[src/rtl/dmem_bank_arbiter.sv]
// Round-robin arbiter for one shared single-port data-memory bank.
// It grants a whole strided burst to one requester and tags load returns to that owner.
module dmem_bank_arbiter #(
   parameter int NUM_REQ = 3,
   parameter int ADDR_W  = 10,
   parameter int LEN_W   = 8,
   parameter int RD_LAT  = 2
) (
   input  logic                      clock,
   input  logic                      reset,
   input  logic [NUM_REQ-1:0]        I_Req,
   input  logic [NUM_REQ-1:0]        I_St,
   input  logic [NUM_REQ*ADDR_W-1:0] I_Base,
   input  logic [NUM_REQ*LEN_W-1:0]  I_Len,
   input  logic [NUM_REQ*ADDR_W-1:0] I_Stride,
   input  logic                      I_Stall,
   output logic [NUM_REQ-1:0]        O_Grant,
   output logic                      O_Mem_En,
   output logic                      O_Mem_We,
   output logic [ADDR_W-1:0]         O_Mem_Addr,
   output logic [NUM_REQ-1:0]        O_Ld_Valid,
   output logic [NUM_REQ-1:0]        O_Done,
   output logic                      O_Busy
);

   localparam int IDX_W = (NUM_REQ > 1) ? $clog2(NUM_REQ) : 1;
   localparam int CNT_W = $clog2(RD_LAT + 1);
   localparam logic [IDX_W:0] NREQ_W = (IDX_W + 1)'(NUM_REQ);

   typedef enum logic [1:0] {
      ST_IDLE,
      ST_BURST,
      ST_DRAIN,
      ST_DONE
   } state_t;

   state_t             state_reg,  state_next;
   logic [IDX_W-1:0]   owner_reg,  owner_next;
   logic [IDX_W-1:0]   rr_ptr_reg, rr_ptr_next;
   logic               st_reg,     st_next;
   logic [ADDR_W-1:0]  addr_reg,   addr_next;
   logic [ADDR_W-1:0]  stride_reg, stride_next;
   logic [LEN_W-1:0]   rem_reg,    rem_next;
   logic [CNT_W-1:0]   drain_reg,  drain_next;
   logic [RD_LAT-1:0]  ld_pipe_reg, ld_pipe_next;

   logic [ADDR_W-1:0]  base_arr   [NUM_REQ];
   logic [ADDR_W-1:0]  stride_arr [NUM_REQ];
   logic [LEN_W-1:0]   len_arr    [NUM_REQ];

   logic               pick_valid;
   logic [IDX_W-1:0]   pick_idx;
   logic [IDX_W:0]     cand;
   logic [NUM_REQ-1:0] owner_onehot;
   logic               mem_en;
   logic               mem_we;

   genvar gi;
   generate
      for (gi = 0; gi < NUM_REQ; gi++) begin : g_unpack
         assign base_arr[gi]   = I_Base[gi*ADDR_W +: ADDR_W];
         assign stride_arr[gi] = I_Stride[gi*ADDR_W +: ADDR_W];
         assign len_arr[gi]    = I_Len[gi*LEN_W +: LEN_W];
      end
   endgenerate

   // First requester strictly after rr_ptr, wrapping modulo NUM_REQ.
   always_comb begin
      pick_valid = 1'b0;
      pick_idx   = '0;
      cand       = '0;
      for (int k = 1; k <= NUM_REQ; k++) begin
         cand = {1'b0, rr_ptr_reg} + (IDX_W + 1)'(k);
         if (cand >= NREQ_W) begin
            cand = cand - NREQ_W;
         end
         if (!pick_valid && I_Req[cand[IDX_W-1:0]]) begin
            pick_valid = 1'b1;
            pick_idx   = cand[IDX_W-1:0];
         end
      end
   end

   assign owner_onehot = NUM_REQ'(1) << owner_reg;

   always_comb begin
      state_next  = state_reg;
      owner_next  = owner_reg;
      rr_ptr_next = rr_ptr_reg;
      st_next     = st_reg;
      addr_next   = addr_reg;
      stride_next = stride_reg;
      rem_next    = rem_reg;
      drain_next  = drain_reg;
      mem_en      = 1'b0;
      mem_we      = 1'b0;
      O_Grant     = '0;
      O_Done      = '0;
      O_Mem_Addr  = '0;

      case (state_reg)
         ST_IDLE: begin
            if (pick_valid) begin
               owner_next  = pick_idx;
               st_next     = I_St[pick_idx];
               addr_next   = base_arr[pick_idx];
               stride_next = stride_arr[pick_idx];
               rem_next    = len_arr[pick_idx];
               state_next  = ST_BURST;
            end
         end

         ST_BURST: begin
            O_Grant = owner_onehot;
            if (rem_reg == '0) begin
               state_next = ST_DONE;
            end else begin
               O_Mem_Addr = addr_reg;
               if (!I_Stall) begin
                  mem_en    = 1'b1;
                  mem_we    = st_reg;
                  addr_next = addr_reg + stride_reg;
                  rem_next  = rem_reg - 1'b1;
                  if (rem_reg == LEN_W'(1)) begin
                     state_next = st_reg ? ST_DONE : ST_DRAIN;
                     drain_next = CNT_W'(RD_LAT - 1);
                  end
               end
            end
         end

         // Hold ownership until the last load word has come back.
         ST_DRAIN: begin
            O_Grant = owner_onehot;
            if (drain_reg == '0) begin
               state_next = ST_DONE;
            end else begin
               drain_next = drain_reg - 1'b1;
            end
         end

         ST_DONE: begin
            O_Grant     = owner_onehot;
            O_Done      = owner_onehot;
            rr_ptr_next = owner_reg;
            state_next  = ST_IDLE;
         end

         default: begin
            state_next = ST_IDLE;
         end
      endcase
   end

   assign O_Mem_En = mem_en;
   assign O_Mem_We = mem_we;
   assign O_Busy   = (state_reg != ST_IDLE);

   // Read-valid delay line: bit RD_LAT-1 marks a load word arriving this cycle.
   assign ld_pipe_next[0] = mem_en & ~mem_we;
   generate
      for (gi = 1; gi < RD_LAT; gi++) begin : g_ld_pipe
         assign ld_pipe_next[gi] = ld_pipe_reg[gi-1];
      end
   endgenerate

   assign O_Ld_Valid = ld_pipe_reg[RD_LAT-1] ? owner_onehot : '0;

   always_ff @(posedge clock) begin
      if (reset) begin
         state_reg   <= ST_IDLE;
         owner_reg   <= '0;
         rr_ptr_reg  <= IDX_W'(NUM_REQ - 1);
         st_reg      <= 1'b0;
         addr_reg    <= '0;
         stride_reg  <= '0;
         rem_reg     <= '0;
         drain_reg   <= '0;
         ld_pipe_reg <= '0;
      end else begin
         state_reg   <= state_next;
         owner_reg   <= owner_next;
         rr_ptr_reg  <= rr_ptr_next;
         st_reg      <= st_next;
         addr_reg    <= addr_next;
         stride_reg  <= stride_next;
         rem_reg     <= rem_next;
         drain_reg   <= drain_next;
         ld_pipe_reg <= ld_pipe_next;
      end
   end

endmodule

[config.mk]
export PLATFORM = sky130hd
export DESIGN_NAME = dmem_bank_arbiter
export DESIGN_NICKNAME = d
export VERILOG_FILES = /design/src/rtl/dmem_bank_arbiter.sv
export SDC_FILE = /design/constraint.sdc
export NUM_CORES = 1
export LEC_CHECK = 0
export BUFFER_PORTS_ARGS = -buffer_cell sky130_fd_sc_hd__buf_2
export CORE_UTILIZATION = 30
export CTS_BUF_LIST = sky130_fd_sc_hd__clkbuf_16
export CTS_CLUSTER_DIAMETER = 40
export DETAILED_ROUTE_END_ITERATION = 7
export PLACE_DENSITY = 0.51
export REMOVE_ABC_BUFFERS = 1
export SYNTH_ARGS = -nofsm -noshare
export SYNTH_HDL_FRONTEND = slang
export SYNTH_SLANG_ARGS = --single-unit
[constraint.sdc]
create_clock -name clock -period 4.4 [get_ports clock]
set_clock_uncertainty 0.05 [all_clocks]
set_input_delay 0.22 -clock clock [delete_from_list [all_inputs] [get_ports clock]]
set_output_delay 0.22 -clock clock [all_outputs]
set_load 0.1 [all_outputs]
# Word level (Yosys, flattened, before mapping)
# Cells that the tools add are included.
dict set report totals {
  wordCells 114
  ff_bits 39
  out_inout_bits 22
}
dict set report classes {
  n_reduce_logical 15
  n_eq_ne 12
  muxes 57
  bitwise 3
  shift 1
  order_cmp 8
  n_addsub 9
}
# cell count
set op_table {}
lappend op_table {{two-way mux 10 bit} 9}
lappend op_table {{binary-select mux 10 bit (select 2 bit)} 2}
lappend op_table {{two-way mux 8 bit} 5}
lappend op_table {{two-way mux 2 bit} 15}
lappend op_table {{one-hot mux 10 bit (2 select lines)} 1}
lappend op_table {{binary-select mux 8 bit (select 2 bit)} 1}
lappend op_table {{one-hot mux 8 bit (2 select lines)} 1}
lappend op_table {{two-way mux 1 bit} 14}
lappend op_table {{< comparator 2 x 3 -> 1 bit, second input constant} 4}
lappend op_table {{inequality test 2 bit, second input constant} 6}
lappend op_table {{adder 10 bit} 1}
lappend op_table {{greater-or-equal comparator 3 x 2 -> 1 bit, second input constant} 3}
lappend op_table {{two-way mux 3 bit} 3}
lappend op_table {{binary-select mux 1 bit (select 2 bit)} 4}
lappend op_table {{equality test 8 x 1 -> 1 bit, second input constant} 1}
lappend op_table {{zero test 8 bit} 1}
lappend op_table {{one-hot mux 2 bit (4 select lines)} 1}
lappend op_table {{AND reduction 4 bit} 2}
lappend op_table {{subtractor 8 x 1 -> 8 bit, second input constant} 1}
lappend op_table {{adder 2 x 2 -> 3 bit, second input constant} 2}
lappend op_table {{inequality test 3 bit, second input constant} 2}
lappend op_table {{nonzero test 2 bit} 3}
lappend op_table {{subtractor 2 bit, second input constant} 3}
lappend op_table {{AND reduction 5 bit} 1}
lappend op_table {{other kinds (15)} 19}

# Depth between registers and ports, before layout
dict set report depth {
  ltp_word 18
  depth_mapped 12
  mapped_depth_nobuf 9
}

# Worst setup path before layout
# No wires, ideal clock.
dict set report synth_timing {
  path_type {flip-flop to output port}
  startpoint {reg state_reg[0]}
  endpoint {out O_Grant[1]}
  required_time_ps 4130
  t_arrival_ps 3063
  slack_ps 1067
  stages_incl_launch_ff 5
  cell_sequence {dfxtp_1 > inv_1 > ha_1 > clkbuf_1 > nor3b_1}
}
dict set report synth_between {
  elab_chain_len 3
  elab_cells_between_ends 5
  cone_classes {eq/ne (3); mux (1); reduce/logical (1)}
}
# item line
set synth_lines {}
lappend synth_lines {{start, declared} 37} ;# state_t state_reg, state_next;
lappend synth_lines {{start signal, assigned} 181} ;# state_reg <= state_next;
lappend synth_lines {{equality test 2 bit / equality test 2 x 1 -> 1 bit (equally long branches)} 101} ;# case (state_reg)
lappend synth_lines {{OR reduction 3 bit (no source line) *} -}
lappend synth_lines {{two-way mux 3 bit *} 101}
lappend synth_lines {{end, declared} 17} ;# output logic [NUM_REQ-1:0] O_Grant,
# Every way passes the cells marked *; elsewhere a longest branch is shown, timed or not.

# Final worst setup path
dict set report layout_timing {
  startpoint {reg rr_ptr_reg[0]}
  endpoint {reg rem_reg[6]}
}
dict set report layout_between {
  elab_chain_len 18
  elab_cells_between_ends 36
  cone_classes {add/sub (6); order compare (3); eq/ne (1); mux (20); bitwise (1); reduce/logical (5)}
}
# item line
set layout_lines {}
lappend layout_lines {{start, declared} 39} ;# logic [IDX_W-1:0] rr_ptr_reg, rr_ptr_next;
lappend layout_lines {{start signal, assigned} 173} ;# rr_ptr_reg <= IDX_W'(NUM_REQ - 1);
lappend layout_lines {{start signal, assigned} 183} ;# rr_ptr_reg <= rr_ptr_next;
lappend layout_lines {{adder 2 x 1 -> 3 bit} 73} ;# cand = {1'b0, rr_ptr_reg} + (IDX_W + 1)'(k);
lappend layout_lines {{greater-or-equal comparator 3 x 2 -> 1 bit / subtractor 2 bit (equally long branches)} {74, 75}}
lappend layout_lines {{two-way mux 2 bit} 74} ;# if (cand >= NREQ_W) begin
lappend layout_lines {{binary-select mux 1 bit (select 2 bit)} 77} ;# if (!pick_valid && I_Req[cand[IDX_W-1:0]]) begin
lappend layout_lines {{two-way mux 1 bit (implied by the code)} 77}
lappend layout_lines {{two-way mux 1 bit} 77}
lappend layout_lines {{zero test 1 bit} 77}
lappend layout_lines {{logical AND 1 bit} 77}
lappend layout_lines {{two-way mux 1 bit} 77}
lappend layout_lines {{zero test 1 bit} 77}
lappend layout_lines {{logical AND 1 bit} 77}
lappend layout_lines {{two-way mux 2 bit} 77}
lappend layout_lines {{NOT 2 -> 3 bit (implied by the code)} 108} ;# rem_next = len_arr[pick_idx];
lappend layout_lines {{binary-select mux 8 bit (select 2 bit)} 108}
lappend layout_lines {{two-way mux 8 bit (implied by the code) (2 in a row)} 108}
lappend layout_lines {{two-way mux 8 bit} 103} ;# if (pick_valid) begin
lappend layout_lines {{one-hot mux 8 bit (2 select lines)} 101}
lappend layout_lines {{end signal, assigned} 187} ;# rem_reg <= rem_next;
lappend layout_lines {{end, declared} 43} ;# logic [LEN_W-1:0] rem_reg, rem_next;
# Parallel ways exist; a longest one is shown, timed or not. The select of a mux whose other input is x is not followed.
# A chain may end at the register's enable or synchronous reset.

==> flow_summary.json <==
{
  "dpl.cell_count": 621,
  "cpPeakStageDelay_ns": 0.83,
  "rsz0062_at_grt": "no",
  "drtIter0Drc": 192,
  "final_cells": 628,
  "initial_core_util": 0.312,
  "final_layout_size_suffix_gt1_frac": 0.295,
  "placeableCoreArea_mm2": 0.0104,
  "critPathLaunchType": "register",
  "maxSlewViolCount": 0,
  "fin_hold_ws_ns": 0.189,
  "utilization": 0.388,
  "dr.pass1.iters": 4,
  "pwr-share-clk": 0.135,
  "crit_required_ns": 4.55,
  "worstPathArrival_ns": 3.55,
  "hold_depth": 3,
  "fmax_mhz": 294,
  "numCtsBuffers": 5,
  "clkLatencyLatePin_ns": 0.28,
  "row_count": 37,
  "die_h_um": 106,
  "async_flop_share": 0,
  "grt_usage": 0.166,
  "fillers": 1089,
  "status": "finished clean",
  "crit_chain": "inv_1 > ha_1 > nor3b_1 > a21o_2 > a221oi_2 > or3_2 > and2_4 > a221o_1 > a21oi_1",
  "drt-total-wl_um": 9210,
  "reg2reg_depth": 9,
  "p_int_uw": 1260,
  "clkSinkCount": 39,
  "crit_fanout": 45,
  "io_buffers": 114,
  "wl_per_cell_um": 14.7,
  "critical-path-slowest-cell": "or3_2",
  "vias": 3190,
  "powerDensity_mw_per_mm2": 626,
  "post_cts_buffers": 0,
  "tightestPinTransition_ns": 0.890,
  "ctsResizeCount": 0,
  "finalHoldViolations": 0,
  "p_total_uw": 2520,
  "layout.nets": 607,
  "avgSynthCellArea_um2": 8.30,
  "synth.distinct_cells": 65,
  "synthTopCellsByArea": "dfxtp_1 24%, mux2i_1 9.9%, ha_1 8.1%, a21oi_1 4.5%, nor2_1 4.4%",
  "switching_share": 0.500,
  "grt_max_degree": 46,
  "clk_pin_slew_ns": 0.06,
  "htreeDepth": 2,
  "setup_viol": 0,
  "cts_hold_buf": 0,
  "combPwrFrac": 0.631,
  "grt_overflow": 0,
  "synth_top_area_frac": 0.241,
  "ir_drop_v": 0.000348,
  "yosysWarnings": 0,
  "drtAntennaViolNets": 0,
  "end_kind": "register",
  "critPathBufInv": 1,
  "root_buffer": "clkbuf_16",
  "post_synth_instance_area_mm2": 0.00324,
  "min_period_ns": 3.40,
  "ys_seq_area_frac": 0.241,
  "n_antenna_cell": 0,
  "critical_path_class": "register to register",
  "die_w_um": 106,
  "first_global_vias": 3033,
  "drc": 0,
  "path_depth": 9,
  "gp_congestion": 0.851,
  "power_leakage_uw": 0.00192,
  "clk_path_buf_depth": 2,
  "die_area_mm2": 0.0112,
  "synth.largest_area_cell": "dfxtp_1",
  "area_growth_pct": 24.2,
  "pin_count": 115,
  "maxSlewHeadroom": 0.407,
  "tritoncts": "done",
  "viasPerCell": 5.08,
  "cp_top_family": "simple AND/OR/NAND/NOR gates",
  "seq_power_share": 0.234,
  "yosys_register_bits": 39,
  "cap_violations": 0,
  "p_sw_uw": 1260,
  "synthCells": 390,
  "hold_path.class": "primary input to register",
  "synth-main-ff-cell": "dfxtp_1",
  "grt_first_pass_wirelength_um": 14900,
  "finalCritPeriodShare": 0.772,
  "setup_tns_ns": 0,
  "synth_edf_count": 0,
  "dp_hpwl_um": 7120,
  "antenna_found_initial": 0
}
==> cell usage after synthesis (3+ instances only) <==
library cell / count
buf_4: 6
nor2_1: 38
o21ai_0: 27
a21oi_1: 29
mux2_2: 6
nand3_1: 5
and3b_1: 4
ha_1: 21
and2_1: 13
xnor2_1: 4
nor3b_1: 5
nand2_1: 22
inv_1: 16
nor2b_1: 3
nand2b_1: 8
xor2_1: 5
o22ai_1: 3
o211ai_1: 3
a211oi_1: 6
a211o_1: 6
dfxtp_1: 39
a22o_1: 11
clkbuf_1: 11
and3_1: 3
a2111oi_2: 3
nand4_1: 3
or3_1: 3
a21o_1: 4
buf_2: 4
nor3_1: 5
mux2i_1: 32
==> cell usage in the layout (no fill, tap or decap), types with 5 or more instances in the layout <==
master | Yosys | routed
nand2_1 | 22 | 22
a22o_1 | 11 | 11
ha_1 | 21 | 21
nor3b_1 | 5 | 5
a211o_1 | 6 | 6
nand3_1 | 5 | 5
clkbuf_16 | 0 | 5
dfxtp_1 | 39 | 39
o21ai_0 | 27 | 27
buf_2 | 4 | 114
xor2_1 | 5 | 5
nor3_1 | 5 | 5
a21oi_1 | 29 | 29
and2_1 | 13 | 13
mux2_2 | 6 | 6
mux2i_1 | 32 | 32
nand2b_1 | 8 | 8
a211oi_1 | 6 | 6
inv_1 | 16 | 16
nor2_1 | 38 | 38
==> path summary, 6_finish.rpt <==
path / start / to / slack [ns]
max reg2reg: rr_ptr_reg[0]$_SDFFE_PP0P_ / rem_reg[6]$_SDFFE_PP0P_ / 1.00
min reg2reg: ld_pipe_reg[0]$_SDFF_PP0_ / ld_pipe_reg[1]$_SDFF_PP0_ / 0.40
min: I_Base[25] / addr_reg[5]$_SDFFE_PP0P_ / 0.19
max: rr_ptr_reg[0]$_SDFFE_PP0P_ / rem_reg[6]$_SDFFE_PP0P_ / 1.00
==> power by group through the flow <==
stage	combinational [uW]	clock, uW	sequential (uW)
2_1_floorplan	1230	0	561
3_3_place_gp	1580	0	592
3_5_place_dp	1590	0	593
4_1_cts	1600	347	588
5_1_grt	1750	365	610
6_report	1590	340	589
==> cells by family (layout without fill, tap and decap cells) <==
logic type | count (synthesis) | in the layout | synth area share
mux | 38 | 38 | 0.120
xor+xnor | 9 | 9 | 0.0244
buf+inv | 39 | 141 | 0.0560
fa+ha+maj | 22 | 22 | 0.0874
compound gates | 124 | 124 | 0.282
simple gates | 119 | 119 | 0.189
flops | 39 | 39 | 0.241
==> final cells by class <==
cell class | count | area [um^2] | share of cell area
multi-input cells | 312 | 2280 | 0.566
well taps | 136 | 170 | 0.0423
inverters | 16 | 60.1 | 0.0149
repair buffers | 118 | 601 | 0.149
clock inverters | 2 | 8.76 | 0.00218
clock buffers | 5 | 125 | 0.0311
flip-flops and latches | 39 | 781 | 0.194
==> worst register-to-register path: cells and delay by family, from the launching register on <==
family / cells / cell delay [ns]
buffers and inverters: 1 / 0.14
AO/OA/AOI/OAI: 4 / 0.72
AND/OR/NAND/NOR: 3 / 1.49
adder cells (fa/ha/maj): 1 / 0.48
flip-flops: 1 / 0.45
==> layer usage <==
layer / wire length (um) / track usage
met1: 4480 / 0.227
met2: 4240 / 0.276
met3: 401 / 0.0241
met4: 90 / 0.0367
met5: 0 / 0
==> metrics by stage <==
stage	instance area [um^2]	worst slack, ns
after CTS	4020	1.01
final	4020	1.00
after global routing	4020	0.823
after global placement	3890	1.12
after detailed placement	3890	1.02
after floorplan	3120	0.875
No activity file was read; power rests on OpenSTA's default activity.
